===== src/rtl/average_job_sequencer.sv =====
// rtl/average_job_sequencer.sv - host-side job sequencer for the average accelerator
//
// Purpose:
//   Accepts one job (count, index_hi, index_lo) on a valid/ready port, programs the
//   accelerator config registers over the MMR bus, pulses core_start, waits for
//   core_done (with a cycle-count timeout), reads the result register and returns
//   result plus status on a valid/ready response port. One job in flight at a time.
//
// Ports:
//   clk, arst_n                 clock, asynchronous active-low reset
//   i_job_valid / o_job_ready   job handshake; ready is high only in IDLE
//   i_job_count/_index_hi/_lo   job fields, written to 0x10 / 0x14 / 0x18
//   o_rsp_valid / i_rsp_ready   response handshake; valid held until ready
//   o_rsp_result, o_rsp_status  result of 0x1C read; status 00 OK, 01 bus error, 10 timeout
//   o_mmr_*                     MMR master strobes, address and write data
//   i_mmr_rdata                 read data, valid the cycle after o_mmr_ren
//   i_mmr_waddr_error           write error, valid the cycle after o_mmr_wen
//   i_mmr_raddr_error           read error, valid the cycle after o_mmr_ren
//   o_core_start, i_core_done   core start pulse and completion
//   i_abort                     synchronous abort of the in-flight job
//   o_busy                      high whenever the FSM is not in IDLE

module average_job_sequencer #(
  parameter int ADDR_BITS      = 12,
  parameter int DATA_BITS      = 32,
  parameter int TIMEOUT_W      = 16,
  parameter int TIMEOUT_CYCLES = 65535
) (
  input  logic                 clk,
  input  logic                 arst_n,
  input  logic                 i_job_valid,
  output logic                 o_job_ready,
  input  logic [DATA_BITS-1:0] i_job_count,
  input  logic [DATA_BITS-1:0] i_job_index_hi,
  input  logic [DATA_BITS-1:0] i_job_index_lo,
  output logic                 o_rsp_valid,
  input  logic                 i_rsp_ready,
  output logic [DATA_BITS-1:0] o_rsp_result,
  output logic [1:0]           o_rsp_status,
  output logic [ADDR_BITS-1:0] o_mmr_addr,
  output logic                 o_mmr_wen,
  output logic [DATA_BITS-1:0] o_mmr_wdata,
  output logic                 o_mmr_ren,
  input  logic [DATA_BITS-1:0] i_mmr_rdata,
  input  logic                 i_mmr_waddr_error,
  input  logic                 i_mmr_raddr_error,
  output logic                 o_core_start,
  input  logic                 i_core_done,
  input  logic                 i_abort,
  output logic                 o_busy
);

  localparam logic [ADDR_BITS-1:0] ADDR_CNT = ADDR_BITS'(16'h0010);
  localparam logic [ADDR_BITS-1:0] ADDR_HI  = ADDR_BITS'(16'h0014);
  localparam logic [ADDR_BITS-1:0] ADDR_LO  = ADDR_BITS'(16'h0018);
  localparam logic [ADDR_BITS-1:0] ADDR_RES = ADDR_BITS'(16'h001C);

  localparam logic [TIMEOUT_W-1:0] TO_LAST = TIMEOUT_W'(TIMEOUT_CYCLES - 1);

  localparam logic [1:0] ST_OK      = 2'b00;
  localparam logic [1:0] ST_BUS_ERR = 2'b01;
  localparam logic [1:0] ST_TIMEOUT = 2'b10;

  typedef enum logic [3:0] {
    S_IDLE,
    S_WR_CNT,
    S_WR_HI,
    S_WR_LO,
    S_CHK,
    S_START,
    S_WAIT_DONE,
    S_RD_REQ,
    S_RD_DAT,
    S_RESP
  } state_t;

  state_t               r_state;
  logic [DATA_BITS-1:0] r_hi;
  logic [DATA_BITS-1:0] r_lo;
  logic                 r_err;
  logic [TIMEOUT_W-1:0] r_cnt;
  logic                 r_rsp_valid;
  logic [DATA_BITS-1:0] r_rsp_result;
  logic [1:0]           r_rsp_status;
  logic [ADDR_BITS-1:0] r_mmr_addr;
  logic                 r_mmr_wen;
  logic [DATA_BITS-1:0] r_mmr_wdata;
  logic                 r_mmr_ren;
  logic                 r_core_start;

  logic                 w_abort;

  // Abort only matters while a job is being driven onto the bus or the core;
  // IDLE has nothing to cancel and RESP must deliver what it already holds.
  assign w_abort = i_abort && (r_state != S_IDLE) && (r_state != S_RESP);

  assign o_job_ready  = (r_state == S_IDLE);
  assign o_busy       = (r_state != S_IDLE);
  assign o_rsp_valid  = r_rsp_valid;
  assign o_rsp_result = r_rsp_result;
  assign o_rsp_status = r_rsp_status;
  assign o_mmr_addr   = r_mmr_addr;
  assign o_mmr_wen    = r_mmr_wen;
  assign o_mmr_wdata  = r_mmr_wdata;
  assign o_mmr_ren    = r_mmr_ren;
  assign o_core_start = r_core_start;

  // Strobes are registered and loaded on the edge that enters the state they
  // belong to, so each state sees its own strobe during its single cycle.
  // The count field goes straight from the input to the bus; only the two
  // index fields need holding for later cycles.
  always_ff @(posedge clk or negedge arst_n) begin
    if (!arst_n) begin
      r_state      <= S_IDLE;
      r_hi         <= '0;
      r_lo         <= '0;
      r_err        <= 1'b0;
      r_cnt        <= '0;
      r_rsp_valid  <= 1'b0;
      r_rsp_result <= '0;
      r_rsp_status <= ST_OK;
      r_mmr_addr   <= '0;
      r_mmr_wen    <= 1'b0;
      r_mmr_wdata  <= '0;
      r_mmr_ren    <= 1'b0;
      r_core_start <= 1'b0;
    end else begin
      // Bus and start strobes are single-cycle; address/data return to 0
      // whenever no enable is asserted.
      r_mmr_wen    <= 1'b0;
      r_mmr_ren    <= 1'b0;
      r_mmr_addr   <= '0;
      r_mmr_wdata  <= '0;
      r_core_start <= 1'b0;

      if (w_abort) begin
        r_state <= S_IDLE;
        r_err   <= 1'b0;
      end else begin
        case (r_state)
          S_IDLE: begin
            if (i_job_valid) begin
              r_hi        <= i_job_index_hi;
              r_lo        <= i_job_index_lo;
              r_err       <= 1'b0;
              r_mmr_wen   <= 1'b1;
              r_mmr_addr  <= ADDR_CNT;
              r_mmr_wdata <= i_job_count;
              r_state     <= S_WR_CNT;
            end
          end

          S_WR_CNT: begin
            r_mmr_wen   <= 1'b1;
            r_mmr_addr  <= ADDR_HI;
            r_mmr_wdata <= r_hi;
            r_state     <= S_WR_HI;
          end

          // Error flag seen here belongs to the 0x10 write.
          S_WR_HI: begin
            r_err       <= r_err | i_mmr_waddr_error;
            r_mmr_wen   <= 1'b1;
            r_mmr_addr  <= ADDR_LO;
            r_mmr_wdata <= r_lo;
            r_state     <= S_WR_LO;
          end

          // Error flag seen here belongs to the 0x14 write.
          S_WR_LO: begin
            r_err   <= r_err | i_mmr_waddr_error;
            r_state <= S_CHK;
          end

          // Error flag seen here belongs to the 0x18 write, so it is folded in
          // directly rather than waiting a cycle for the sticky bit.
          S_CHK: begin
            if (r_err || i_mmr_waddr_error) begin
              r_err        <= 1'b1;
              r_rsp_valid  <= 1'b1;
              r_rsp_status <= ST_BUS_ERR;
              r_rsp_result <= '0;
              r_state      <= S_RESP;
            end else begin
              r_core_start <= 1'b1;
              r_state      <= S_START;
            end
          end

          S_START: begin
            r_cnt   <= '0;
            r_state <= S_WAIT_DONE;
          end

          // done is tested first so it wins over the timeout in the same cycle.
          S_WAIT_DONE: begin
            if (i_core_done) begin
              r_mmr_ren  <= 1'b1;
              r_mmr_addr <= ADDR_RES;
              r_state    <= S_RD_REQ;
            end else if (r_cnt == TO_LAST) begin
              r_rsp_valid  <= 1'b1;
              r_rsp_status <= ST_TIMEOUT;
              r_rsp_result <= '0;
              r_state      <= S_RESP;
            end else begin
              r_cnt <= r_cnt + 1'b1;
            end
          end

          S_RD_REQ: begin
            r_state <= S_RD_DAT;
          end

          S_RD_DAT: begin
            r_rsp_valid <= 1'b1;
            if (i_mmr_raddr_error) begin
              r_rsp_status <= ST_BUS_ERR;
              r_rsp_result <= '0;
            end else begin
              r_rsp_status <= ST_OK;
              r_rsp_result <= i_mmr_rdata;
            end
            r_state <= S_RESP;
          end

          // Result/status are untouched here, so they stay stable under backpressure.
          S_RESP: begin
            if (i_rsp_ready) begin
              r_rsp_valid <= 1'b0;
              r_state     <= S_IDLE;
            end
          end

          default: begin
            r_state <= S_IDLE;
          end
        endcase
      end
    end
  end

endmodule


===== config.mk =====
export PLATFORM = sky130hd
export DESIGN_NAME = average_job_sequencer
export DESIGN_NICKNAME = d
export VERILOG_FILES = /design/src/rtl/average_job_sequencer.sv
export SDC_FILE = /design/constraint.sdc
export NUM_CORES = 1
export LEC_CHECK = 0
export CAP_MARGIN = 0
export CORE_AREA = 2 2 126 128
export CTS_CLUSTER_DIAMETER = 150
export DETAILED_ROUTE_END_ITERATION = 12
export DIE_AREA = 0 0 128 130
export GPL_TIMING_DRIVEN = 0
export PLACE_DENSITY = 0.77
export RECOVER_POWER = 25
export SLEW_MARGIN = 30
export SYNTH_ARGS = -nofsm -noshare
export SYNTH_HDL_FRONTEND = slang
export SYNTH_SLANG_ARGS = --single-unit

===== constraint.sdc =====
create_clock -name clk -period 4.17 [get_ports clk]
set_clock_uncertainty 0.2 [all_clocks]
set_input_delay 0.6255 -clock clk [delete_from_list [all_inputs] [get_ports clk]]
set_output_delay 0.6255 -clock clk [all_outputs]
set_load 0.02 [all_outputs]

==> summary.md, run 1 <==
After detailed routing, the number of remaining DRC violations is 0. The worst setup path is launched from a flop. In this run the critical register-to-register path is launched from r_state[3].

The ratio of total power to cell area is 683 nW/um2, and the required time at the worst-slack endpoint is 3.34 ns. In this run the most critical hold path is launched from o_rsp_status[0]. The synthesized design contains 158 register bits. The count of endpoints failing setup in the final report is 0.

The number of gates resized after CTS was 0. The average cell area after synthesis is 12.5 um2, and the core region area is 15400 um2. Entering global routing, the biggest net connects 67 pins. The logs give 915 for the count of nets after finishing and 538 for the count of mapped cells out of synthesis.

Data arrives at the worst endpoint at 2.01 ns. The synthesized netlist occupies a cell area of 6730 um2. Summed over all nets, the half-perimeter wirelength after detailed placement is 13900 um.

The count of buffers added on input and output ports is 209. The aggregate global routing overflow came out at 0. The worst setup path is of the reg2out kind.

Summed over its instances, the top area cell type makes up 58.7% of the synthesized netlist area. The minimum clock period after layout is 2.84 ns. Of the cells placed in the final design, the portion with a size suffix greater than 1 is 17.8%. At the later pin of the worst-skew pair, clock insertion delay measures 0.42 ns. For this run, the top clock speed supported by timing is 0.352 GHz.

At the end of routability-driven placement, the weighted congestion stood at 0.889. The met3 global-route usage was 9.06%; the fraction of the yosys area taken by sequential cells was 58.7%. The biggest fanout along the worst timing path is 9. The tools report the core utilization of the finished layout as 63.2%. The worst hold path stage count was 1.

Clock-pin slew was measured on the worst setup and hold paths at 0.06 ns. Measured against its own limit, the worst slew margin works out to -8.46%. The tools report the sink of the worst hold path as o_rsp_status[0]. Setup repair after global routing left no endpoint under its margin.

The signed area change from the synthesized netlist to the final layout was 44.8%; the per-cell routed wire length was 19.6 um. The run finished, with violations left. TritonCTS built the clock tree.

The number of enable-type register cells in the synthesized netlist works out to 0. From bottom edge to top edge, the die measures 130 um. The buffer levels on the longest clock path was 2. The logs give 5 for the length of the first detailed-routing pass in iterations and 6660 uW for the total power consumption of the routed design.

The checks that failed: max-capacitance violations, max-slew violations. The slew of the pin with the lowest slew margin is 1.63 ns. The most used flip-flop cell after synthesis is sky130_fd_sc_hd__dfrtp_1.

The layer with the highest usage was met2. The number of hold violations in the final report was 0; the detail-routed via count per cell was 5.72. Peak ir drop on the vdd network: 0.409 mV.

The largest total area in the synthesized netlist belongs to sky130_fd_sc_hd__dfrtp_1. The number of max-cap violations was 1. The tools report the type of element capturing the critical path as an output pin. The number of global-route vias before repair is 5704. The run gives 1.60 ns as the internal reg-to-reg setup slack. The root buffer cell chosen for the clock tree is sky130_fd_sc_hd__clkbuf_16. The effective utilization at floorplan was 43.6%; the width of the chip was 128 um. In this run the remaining antenna-violating nets after routing total 0. TritonCTS created 17 clock buffers.

The die covers 16600 um2. The run gives 949 as the number of cells after detailed placement. The post-layout worst setup margin was 1.33 ns; the row count was 46. The worst flop-to-flop path endpoint is o_rsp_result[18]. The tools report the number of post-CTS setup repair buffers as 0. Ranked by total cell area, the synthesized netlist is headed by sky130_fd_sc_hd__dfrtp_1, sky130_fd_sc_hd__mux2_2, sky130_fd_sc_hd__a222oi_1, sky130_fd_sc_hd__a22o_1, sky130_fd_sc_hd__nor2_1. Clock net sink count: 158. After synthesis, the share of flip-flops with an asynchronous set or reset is 100%.

The tightest min-delay check is of the reg2reg type. H-tree depth: 4. Global routing used 23.4% of the available tracks across all layers.

For this block, the routed nets add up to 19200 um of wire. The count of different cell masters after synthesis was 59; the leakage power figure was 0.00423 uW. The run gives 28.7% as the met1 track demand over resource in global routing. After routing, the total negative slack on setup checks comes to 0 ns. The antenna cell count is 0, and the met2 track utilization from global routing is 38.0%.

The run gives 29 as the number of pins with negative max-slew slack in the final report. The logs give 220 for the I/O pin total and 5621 for the via count. The wire length of the first global-routing pass is 30000 um. The run gives 1.27 ns as the worst slack at placement.

The finished layout holds 982 standard cells, fillers aside. Of the available clock period, the critical path in the final layout requires 68.1%. In this run, the number of DRC markers left after iteration 0 of detailed routing was 546. The number of antenna violations at the first check in global routing was 0; the number of cells traversed by the worst register-to-register path was 6.

For the synthesis warning total, the log shows 0.
[layout make-up]
class	instances	area, um2
plain buffers	50	251
inverters	6	22.5
clock buffers	18	439
well taps	192	240
multi-input cells	332	2540
fillers	1177	5670
flip-flops and latches	158	3950
repair buffers	212	2150
clock inverters	14	156
[flip-flops by register name, summed over array words and instances, names as in the netlist]
signal / cells
o_rsp_result: 32
r_err: 1
o_mmr_ren: 1
o_rsp_valid: 1
o_core_start: 1
r_cnt: 16
o_mmr_wdata: 32
o_mmr_addr: 3
r_lo: 32
o_mmr_wen: 1
r_state: 4
o_rsp_status: 2
r_hi: 32
[power by group]
part / leakage, uW / internal, uW / switching (uW)
Sequential: 0.00200 / 2090 / 312
Combinational: 0.00194 / 1280 / 1400
Clock: 0.000286 / 908 / 656
Total: 0.00423 / 4290 / 2370
[cell usage in the layout (no fill, tap or decap), types with 3 or more instances in the layout]
master / synthesis / layout
sky130_fd_sc_hd__o21ai_0: 3 / 3
sky130_fd_sc_hd__clkinvlp_4: 0 / 3
sky130_fd_sc_hd__inv_1: 5 / 5
sky130_fd_sc_hd__a211o_1: 8 / 8
sky130_fd_sc_hd__clkdlybuf4s50_1: 0 / 208
sky130_fd_sc_hd__nand2b_1: 3 / 3
sky130_fd_sc_hd__nand4_1: 7 / 7
sky130_fd_sc_hd__buf_2: 26 / 24
sky130_fd_sc_hd__nor2b_1: 3 / 3
sky130_fd_sc_hd__clkbuf_1: 15 / 18
sky130_fd_sc_hd__or4_1: 3 / 3
sky130_fd_sc_hd__a222oi_1: 32 / 32
sky130_fd_sc_hd__nand3_1: 12 / 12
sky130_fd_sc_hd__o31ai_1: 6 / 6
sky130_fd_sc_hd__mux2_2: 64 / 64
sky130_fd_sc_hd__a41oi_1: 3 / 3
sky130_fd_sc_hd__nor2_1: 47 / 47
sky130_fd_sc_hd__and3_1: 5 / 5
sky130_fd_sc_hd__a21oi_1: 12 / 12
sky130_fd_sc_hd__and2_1: 4 / 4
sky130_fd_sc_hd__a21o_1: 4 / 4
sky130_fd_sc_hd__nor3_1: 7 / 6
sky130_fd_sc_hd__nand2_1: 14 / 14
sky130_fd_sc_hd__a31oi_1: 3 / 3
sky130_fd_sc_hd__buf_4: 9 / 9
sky130_fd_sc_hd__or3_1: 3 / 3
sky130_fd_sc_hd__a22o_1: 32 / 32
sky130_fd_sc_hd__dfrtp_1: 158 / 158
sky130_fd_sc_hd__clkbuf_16: 0 / 17
sky130_fd_sc_hd__conb_1: 1 / 9
sky130_fd_sc_hd__inv_6: 0 / 4
sky130_fd_sc_hd__nor4_1: 6 / 6
sky130_fd_sc_hd__nor3b_1: 4 / 4
[logic make-up (layout without fill, tap and decap cells)]
group                    count (synthesis)  after routing  share of synthesized area, %
buffers and inverters                   56            300                          4.11
flip-flops                             158            158                          58.7
other                                    1              9                        0.0557
multiplexers                            64             64                          10.7
adder cells (fa/ha/maj)                  2              2                         0.372
AND/OR/NAND/NOR                        132            132                          10.4
AO/OA/AOI/OAI                          123            123                          15.4
XOR/XNOR                                 2              2                         0.260
[worst max-delay path by stage]
stage                     start         endpoint  slack (ns)  cells past startpoint
finish               r_state[2]      o_job_ready        1.33                      5
detailed placement  i_core_done         r_cnt[5]        1.27                      6
CTS                  r_state[1]      o_job_ready        1.32                      5
global route             arst_n   o_mmr_wdata[2]        1.08                      4
floorplan               i_abort        r_cnt[11]        1.89                      6
global placement         arst_n  o_rsp_result[7]       -3.88                      1
[synthesized netlist by cell type (all sizes together) (3+ instances only)]
library cell / count
nor3: 7
inv: 6
nand2b: 3
dfrtp: 158
clkbuf: 15
a222oi: 32
o31ai: 6
and3: 5
nor4: 6
a41oi: 3
buf: 35
a211o: 8
nor2: 48
nand4: 9
a22o: 32
a21o: 4
and4: 3
mux2: 64
a31oi: 3
or4: 3
nor3b: 4
nand3: 12
or3: 3
nor2b: 3
a21oi: 12
and2: 4
o21ai: 5
nand2: 14
[what timing repair did]
action | 4_1_cts | 5_1_grt
hold endpoints to repair | 28 | 0
setup endpoints to repair | 0 | 0
hold buffers | 1 | 0
[through the flow]
step / hold WS (ns) / cell area [um2]
after global routing: 0.317 / 9750
after detailed placement: 0.278 / 9160
after global placement: 0.276 / 9090
after floorplan: 0.130 / 6760
final: 0.298 / 9750
after CTS: 0.297 / 9770
[per-layer routing]
layer	vias up	wire, um
met4	0	512
met5	-	0
met3	38	1810
met2	274	9380
li1	2513	-
met1	2796	7530
[worst max-delay path: stages (launching register included)]
cell	delay (ns)
sky130_fd_sc_hd__dfrtp_1	0.36
sky130_fd_sc_hd__buf_2	0.16
sky130_fd_sc_hd__nor2_1	0.19
sky130_fd_sc_hd__nand2_1	0.15
sky130_fd_sc_hd__inv_2	0.12
sky130_fd_sc_hd__clkdlybuf4s50_1	0.61
Power figures use the tool's default switching activity.
==> run 2, diff against run 1 <==
--- a/config.mk
+++ b/config.mk
@@ -6,12 +6,12 @@
 export NUM_CORES = 1
 export LEC_CHECK = 0
 export CAP_MARGIN = 0
-export CORE_AREA = 2 2 126 128
+export CORE_AREA = 2 2 130 132
 export CTS_CLUSTER_DIAMETER = 150
 export DETAILED_ROUTE_END_ITERATION = 12
-export DIE_AREA = 0 0 128 130
+export DIE_AREA = 0 0 132 134
 export GPL_TIMING_DRIVEN = 0
-export PLACE_DENSITY = 0.77
+export PLACE_DENSITY = 0.76
 export RECOVER_POWER = 25
 export SLEW_MARGIN = 30
 export SYNTH_ARGS = -nofsm -noshare
==> constraint.sdc (replaced) <==
create_clock -name clk -period 2.3 [get_ports clk]
set_clock_uncertainty 0.2 [all_clocks]
set_input_delay 0.345 -clock clk [delete_from_list [all_inputs] [get_ports clk]]
set_output_delay 0.345 -clock clk [all_outputs]
set_load 0.02 [all_outputs]
==> summary.md, run 2 (same netlist as run 1, synthesis figures left out) <==
The library cell used most frequently in the layout, excluding fill and tap cells, is sky130_fd_sc_hd__clkdlybuf4s50_1. The tree is rooted in a sky130_fd_sc_hd__clkbuf_16. Entering global routing, the biggest net connects 88 pins. The tools report the number of antenna violations at the first check in global routing as 0. The detail-routed via count per cell works out to 5.52. In this design, the critical path's most frequently occurring cell is sky130_fd_sc_hd__a21o_1. The I/O pin total is 220.

The internal reg-to-reg setup slack is 0.10 ns, and the core region area is 16300 um2. From synthesis to final layout, the design area changed by 46.9%. The number of port buffers came out at 209. The number of hold violations in the final report is 0. The die covers 17700 um2.

STA puts the critical path data required time at 2.40 ns. The minimum clock period after layout is 2.23 ns. The count of nets after finishing is 917, and the peak ir drop on the vdd network is 0.759 mV. The last element of the critical path was r_cnt[11].

Aggregate global routing overflow: 0. Row generation in the floorplan step produced 47 rows. The first routing iteration left 501 violations. Static timing analysis puts the maximum clock frequency at 0.448 GHz. The ratio of total power to cell area came out at 1240 nW/um2. Counting cells, the worst reg-to-reg path comes to 8.

After clock tree synthesis, the clock-pin slew on the worst setup and hold paths is 0.06 ns. The startpoint of the lowest-slack register-to-register path was r_state[1]. The height of the die was 134 um; the cell area after placement was 9170 um2. For the number of global-route vias before repair, the log shows 5964.

STA classifies the critical path endpoint as a flop. The first global-routing pass estimated 31600 um of wire. For the total negative slack, the log shows 0 ns. After detailed routing, the average wire length per cell comes to 19.7 um. For the pin with the worst max-slew slack, the measured transition is 1.01 ns. The share of the clock period used by the worst path after layout is 97.0%, and the width of the chip is 132 um.

In this run the remaining antenna-violating nets after routing total 0. Max-cap violations in this run came to 0. The biggest fanout along the worst timing path is 10, and the weighted congestion at the end of routability-driven global placement is 0.897.

The library cells used most frequently in the layout, excluding fill and tap cells, are sky130_fd_sc_hd__clkdlybuf4s50_1, sky130_fd_sc_hd__dfrtp_1, sky130_fd_sc_hd__mux2_2, sky130_fd_sc_hd__nor2_1. The kind of start point of the critical path is a primary input. The tools report the placed wire-length estimate after detailed placement as 14300 um. The initial utilization of the core area, before any placement, comes to 41.3%. The longest clock path from root to sink contains 2 buffers.

TritonCTS built the clock tree. The routed design has 20000 um of wire. Data arrives at the worst endpoint at 2.33 ns. The cell with the largest stage delay on the worst path was sky130_fd_sc_hd__clkdlybuf4s50_1.

0 antenna diodes ended up in the layout. After filler insertion, the fill cell instance count of the layout stands at 1294. Critical setup path kind: in2reg.

Global routing consumed, over all layers together, 22.8% of the routing resources. The count of endpoints failing setup in the final report is 0. The flow ran to the end, and the final reports show no timing, DRC or antenna violations. The endpoint identified for the worst register-to-register timing path is r_hi[5].

Type of the worst min-delay path: in2reg. The first detailed-routing pass ran for 7 iterations. The worst hold path passes through 2 cells. The analysis attributes to cell leakage a power of 0.00430 uW. At the later pin of the worst-skew pair, clock insertion delay measures 0.42 ns. The tools report the worst setup path startpoint as i_core_done. Traced cell by cell, the critical path runs through clkdlybuf4s50_1 -> or3b_1 -> a21o_1 -> a21o_1 -> buf_2 -> a211o_1. The logs give 158 for the clock net sink count and 32.9% for the relative max-transition margin. In the final layout, the share of cells above drive strength 1 is 20.2%. Biggest cell delay along the critical path: 0.58 ns. After routing the design area is 9890 um2. The number of buffers created by CTS is 17. The H-tree depth was 4. The tools report the DRC violation count after routing as 0.

Setup repair after global routing left no endpoint under its margin. The routed layout has 5580 vias. The run gives 0 as the number of pins with negative max-slew slack in the final report.
-- run 2: metal layers --
metal	vias up	wire length (um)	track usage, %
met5	-	0	0
met2	230	10100	39.2
li1	2506	-	-
met1	2809	7650	26.1
met4	0	461	8.15
met3	35	1780	8.81
-- run 2: power by group --
group / internal (uW) / switching (uW) / total [uW] / leakage (uW)
clock network: 1770 / 1120 / 2890 / 0.000295
logic: 2440 / 2590 / 5040 / 0.00200
registers: 3800 / 575 / 4370 / 0.00200
total: 8010 / 4290 / 12300 / 0.00430
-- run 2: metrics by stage --
step	setup WS (ns)	hold WS [ns]	power [uW]	cells	util, %
floorplan	0.174	-0.151	7300	546	-
global placement	-5.42	0.281	9040	975	56.0
detailed placement	-0.331	0.151	9260	976	56.3
CTS	0.00539	0.199	12300	1011	60.4
global route	0.00429	0.317	13000	1011	60.7
finish	0.0696	0.255	12300	1011	60.7
-- run 2: worst min-delay path by stage --
stage                    start               to
2_1_floorplan           arst_n     o_core_start
6_report               i_abort       r_state[1]
4_1_cts                i_abort       r_state[1]
3_3_place_gp   o_rsp_status[0]  o_rsp_status[0]
3_5_place_dp            arst_n         r_lo[24]
5_1_grt        o_rsp_status[0]  o_rsp_status[0]
-- run 2: worst max-delay path: cells and delay by family --
family | cells | cell delay [ns]
buffers and inverters | 2 | 0.78
and+or+nand+nor | 1 | 0.48
AOI/OAI and AO/OA | 3 | 0.72
-- run 2: timing repair --
action	CTS	global route
hold endpoints to repair	71	0
pin swaps	1	2
hold buffers	1	0
resized for setup	15	33
setup buffers	3	0
endpoints found under the setup margin	86	119
-- run 2: area by class of cell --
cell class                 instances  area, um2  share of cell area (%)
inverter                           6       22.5                   0.228
clock inverter                     9        135                    1.37
tap                              220        275                    2.78
timing repair buffer             214       2140                    21.6
sequential                       158       3960                    40.0
multi-input combinational        332       2600                    26.2
buffer                            50        309                    3.12
clock buffer                      22        464                    4.69
==> run 3, diff against run 2 <==
--- a/config.mk
+++ b/config.mk
@@ -13,7 +13,6 @@
 export GPL_TIMING_DRIVEN = 0
 export PLACE_DENSITY = 0.76
 export RECOVER_POWER = 25
-export SLEW_MARGIN = 30
 export SYNTH_ARGS = -nofsm -noshare
 export SYNTH_HDL_FRONTEND = slang
 export SYNTH_SLANG_ARGS = --single-unit
==> summary.md, run 3 (same netlist as run 1, synthesis figures left out) <==
Setup violations remaining at the end of the flow were counted as 0. Uppermost signal routing layer after detailed routing: met4. After layout, the minimum clock period comes to 2.24 ns.

The number of cells traversed by the worst register-to-register path is 9, and the H-tree depth is 4. The flow ran to the end, and the final reports show no timing, DRC or antenna violations. The biggest fanout along the worst timing path was 10; the routed wire length was 19900 um. The clock slew seen by the registers of the worst setup and hold paths works out to 0.06 ns. In this run the power spent charging and discharging nets is 4300 uW. The peak ir drop on the vdd network was 0.695 mV; the width of the chip was 132 um. The layout cell share with drive strength beyond 1 is 20.2%, and the per-cell routed wire length is 19.8 um. The number of hold violations in the final report came out at 0. The logs give 41.3% for the effective utilization at floorplan and 40.9% for the part of the total power dissipated in combinational logic. Buffers inserted during clock tree synthesis total 17. Headroom to the max-slew limit came out at 33.1%. The min-delay analysis places its worst path in the category in2reg. The number of global-route vias before repair was 5883; the buffer levels on the longest clock path was 2. Measured on the finished design, the core utilization comes to 60.6%. The number of port buffers is 209, and the final hold slack is 0.278 ns. Across all setup checks in the final design, the least slack found is 0.0563 ns. Of the total power, the share spent switching nets is 34.8%. The number of antenna diodes in the final layout is 0. The final critical path takes up 97.6% of the cycle. The die covers 17700 um2. Cell at the root of the clock tree: sky130_fd_sc_hd__clkbuf_16.

Detailed placement ended at an HPWL of 14300 um. From synthesis to final layout, the design area changed by 46.7%. Static timing analysis puts the maximum clock frequency at 0.446 GHz. Cell internal power was estimated by the tool at 8050 uW. Slew of the pin with the lowest slew margin: 1.00 ns.

TritonCTS built the clock tree. Data on the critical path arrives at its endpoint at 2.34 ns. The detail route stage leaves a number of antenna-violating nets equal to 0. The detailed router finished its first iteration with 541 violations. STA classifies the critical path startpoint as a primary input.

In the final design database the tool counted 914 nets. Across all register-to-register paths, the minimum setup slack is 0.06 ns. The cell area after placement was 9160 um2. Global routing finished with a remaining overflow of 0. Per report_power, the sequential group accounts for 35.5% of the total. Setup repair after global routing could not meet its margin everywhere. Tracing the worst setup path back leads to its startpoint at i_core_done. The via count is 5563.

The required time at the worst-slack endpoint was 2.40 ns. The tools report the DRC violation count after routing as 0. The detail-routed via count per cell works out to 5.52.

The logs give 10000 um for the detailed route wirelength on metal2 and 16300 um2 for the core region area. The fraction of power consumed by the clock network is 23.7%, and the clock net sink count is 158. For this block, wires on met1 add up to 7700 um. The tools report the number of pins with negative max-slew slack in the final report as 0. Following the worst setup path forward leads to its endpoint at r_cnt[8]. The run gives 88 as the pin count of the biggest net entering global routing.

The critical path in this run is classified as in2reg. The worst slack at placement was -0.524 ns; the wire length of the first global-routing pass was 31500 um. The startpoint identified for the worst register-to-register timing path is r_state[0]. The run gives 0 as the number of max-cap violations. Power spread over the standard cell area amounts to 1250 nW/um2. For this design the static power due to leakage is 0.00430 uW. Before antenna repair, the detailed router went through 8 iterations.

Measured along the y axis, the die boundary spans 134 um. The tools report the total routing resource utilization after global routing as 22.8%. At the end of routability-driven placement, the weighted congestion stood at 0.897. Clock latency on the worst-skew pair, taken at its later pin, is 0.42 ns.

Pin placement for this block handled 220 I/O pins. STA classifies the critical path endpoint as a flop. The logs give 1700 um for the total met3 wirelength after detailed routing and 0 for the number of antenna violations at the first check in global routing. After routing the design area is 9880 um2. Leaving out fill and tap cells, the most frequent cells in the layout are sky130_fd_sc_hd__clkdlybuf4s50_1, sky130_fd_sc_hd__dfrtp_1, sky130_fd_sc_hd__mux2_2, sky130_fd_sc_hd__nor2_1. The worst flop-to-flop path endpoint is o_mmr_wdata[16]. The run gives 47 as the row count. Leaving out fill and tap cells, the most frequent cell in the layout is sky130_fd_sc_hd__clkdlybuf4s50_1.
## run 3: worst min path at each step
stage | cells after the start | from | endpoint
3_5_place_dp | 1 | arst_n | r_hi[24]
4_1_cts | 2 | i_abort | r_state[1]
6_report | 2 | i_abort | r_state[1]
3_3_place_gp | 1 | o_rsp_status[0] | o_rsp_status[0]
5_1_grt | 1 | o_rsp_result[21] | o_rsp_result[21]
2_1_floorplan | 0 | arst_n | o_core_start
## run 3: critical path, stage by stage
cell	delay (ns)
sky130_fd_sc_hd__clkdlybuf4s50_1	0.59
sky130_fd_sc_hd__or3b_1	0.48
sky130_fd_sc_hd__a21o_1	0.22
sky130_fd_sc_hd__a21o_1	0.18
sky130_fd_sc_hd__buf_2	0.20
sky130_fd_sc_hd__a211o_1	0.32
## run 3: timing repair
action,in CTS,in global routing
pin swaps,1,2
setup endpoints to repair,101,133
hold endpoints to repair,71,0
hold buffers,1,0
buffers inserted,1,0
gates resized for setup,16,32
## run 3: power groups by stage
stage	registers (uW)	clock network, uW	logic, uW
after CTS	4360	2970	4980
final	4380	2920	5050
after detailed placement	4390	0	4880
after global routing	4480	3090	5420
after global placement	4340	0	4700
after floorplan	4630	0	2680
## run 3: metrics by stage
| stage | power, uW | std cells | setup TNS [ns] |
|---|---|---|---|
| 2_1_floorplan | 7300 | 546 | 0 |
| 3_3_place_gp | 9040 | 975 | -869.37 |
| 3_5_place_dp | 9270 | 976 | -18.85 |
| 4_1_cts | 12300 | 1008 | -0.807 |
| 5_1_grt | 13000 | 1007 | -0.119 |
| 6_report | 12300 | 1007 | 0 |
## run 3: per-layer routing
| layer | vias to the layer above | global-route usage, % |
|---|---|---|
| li1 | 2501 | - |
| met1 | 2772 | 26.5 |
| met2 | 255 | 39.3 |
| met3 | 35 | 8.09 |
| met4 | 0 | 8.09 |
| met5 | - | 0 |
## run 3: cell type report
cell class / count / area (um2)
fill: 1285 / 6410
tap: 220 / 275
multi-input combinational: 332 / 2590
clock inverter: 8 / 130
inverter: 6 / 22.5
clock buffer: 22 / 484
buffer: 49 / 300
timing repair buffer: 212 / 2120
sequential: 158 / 3960
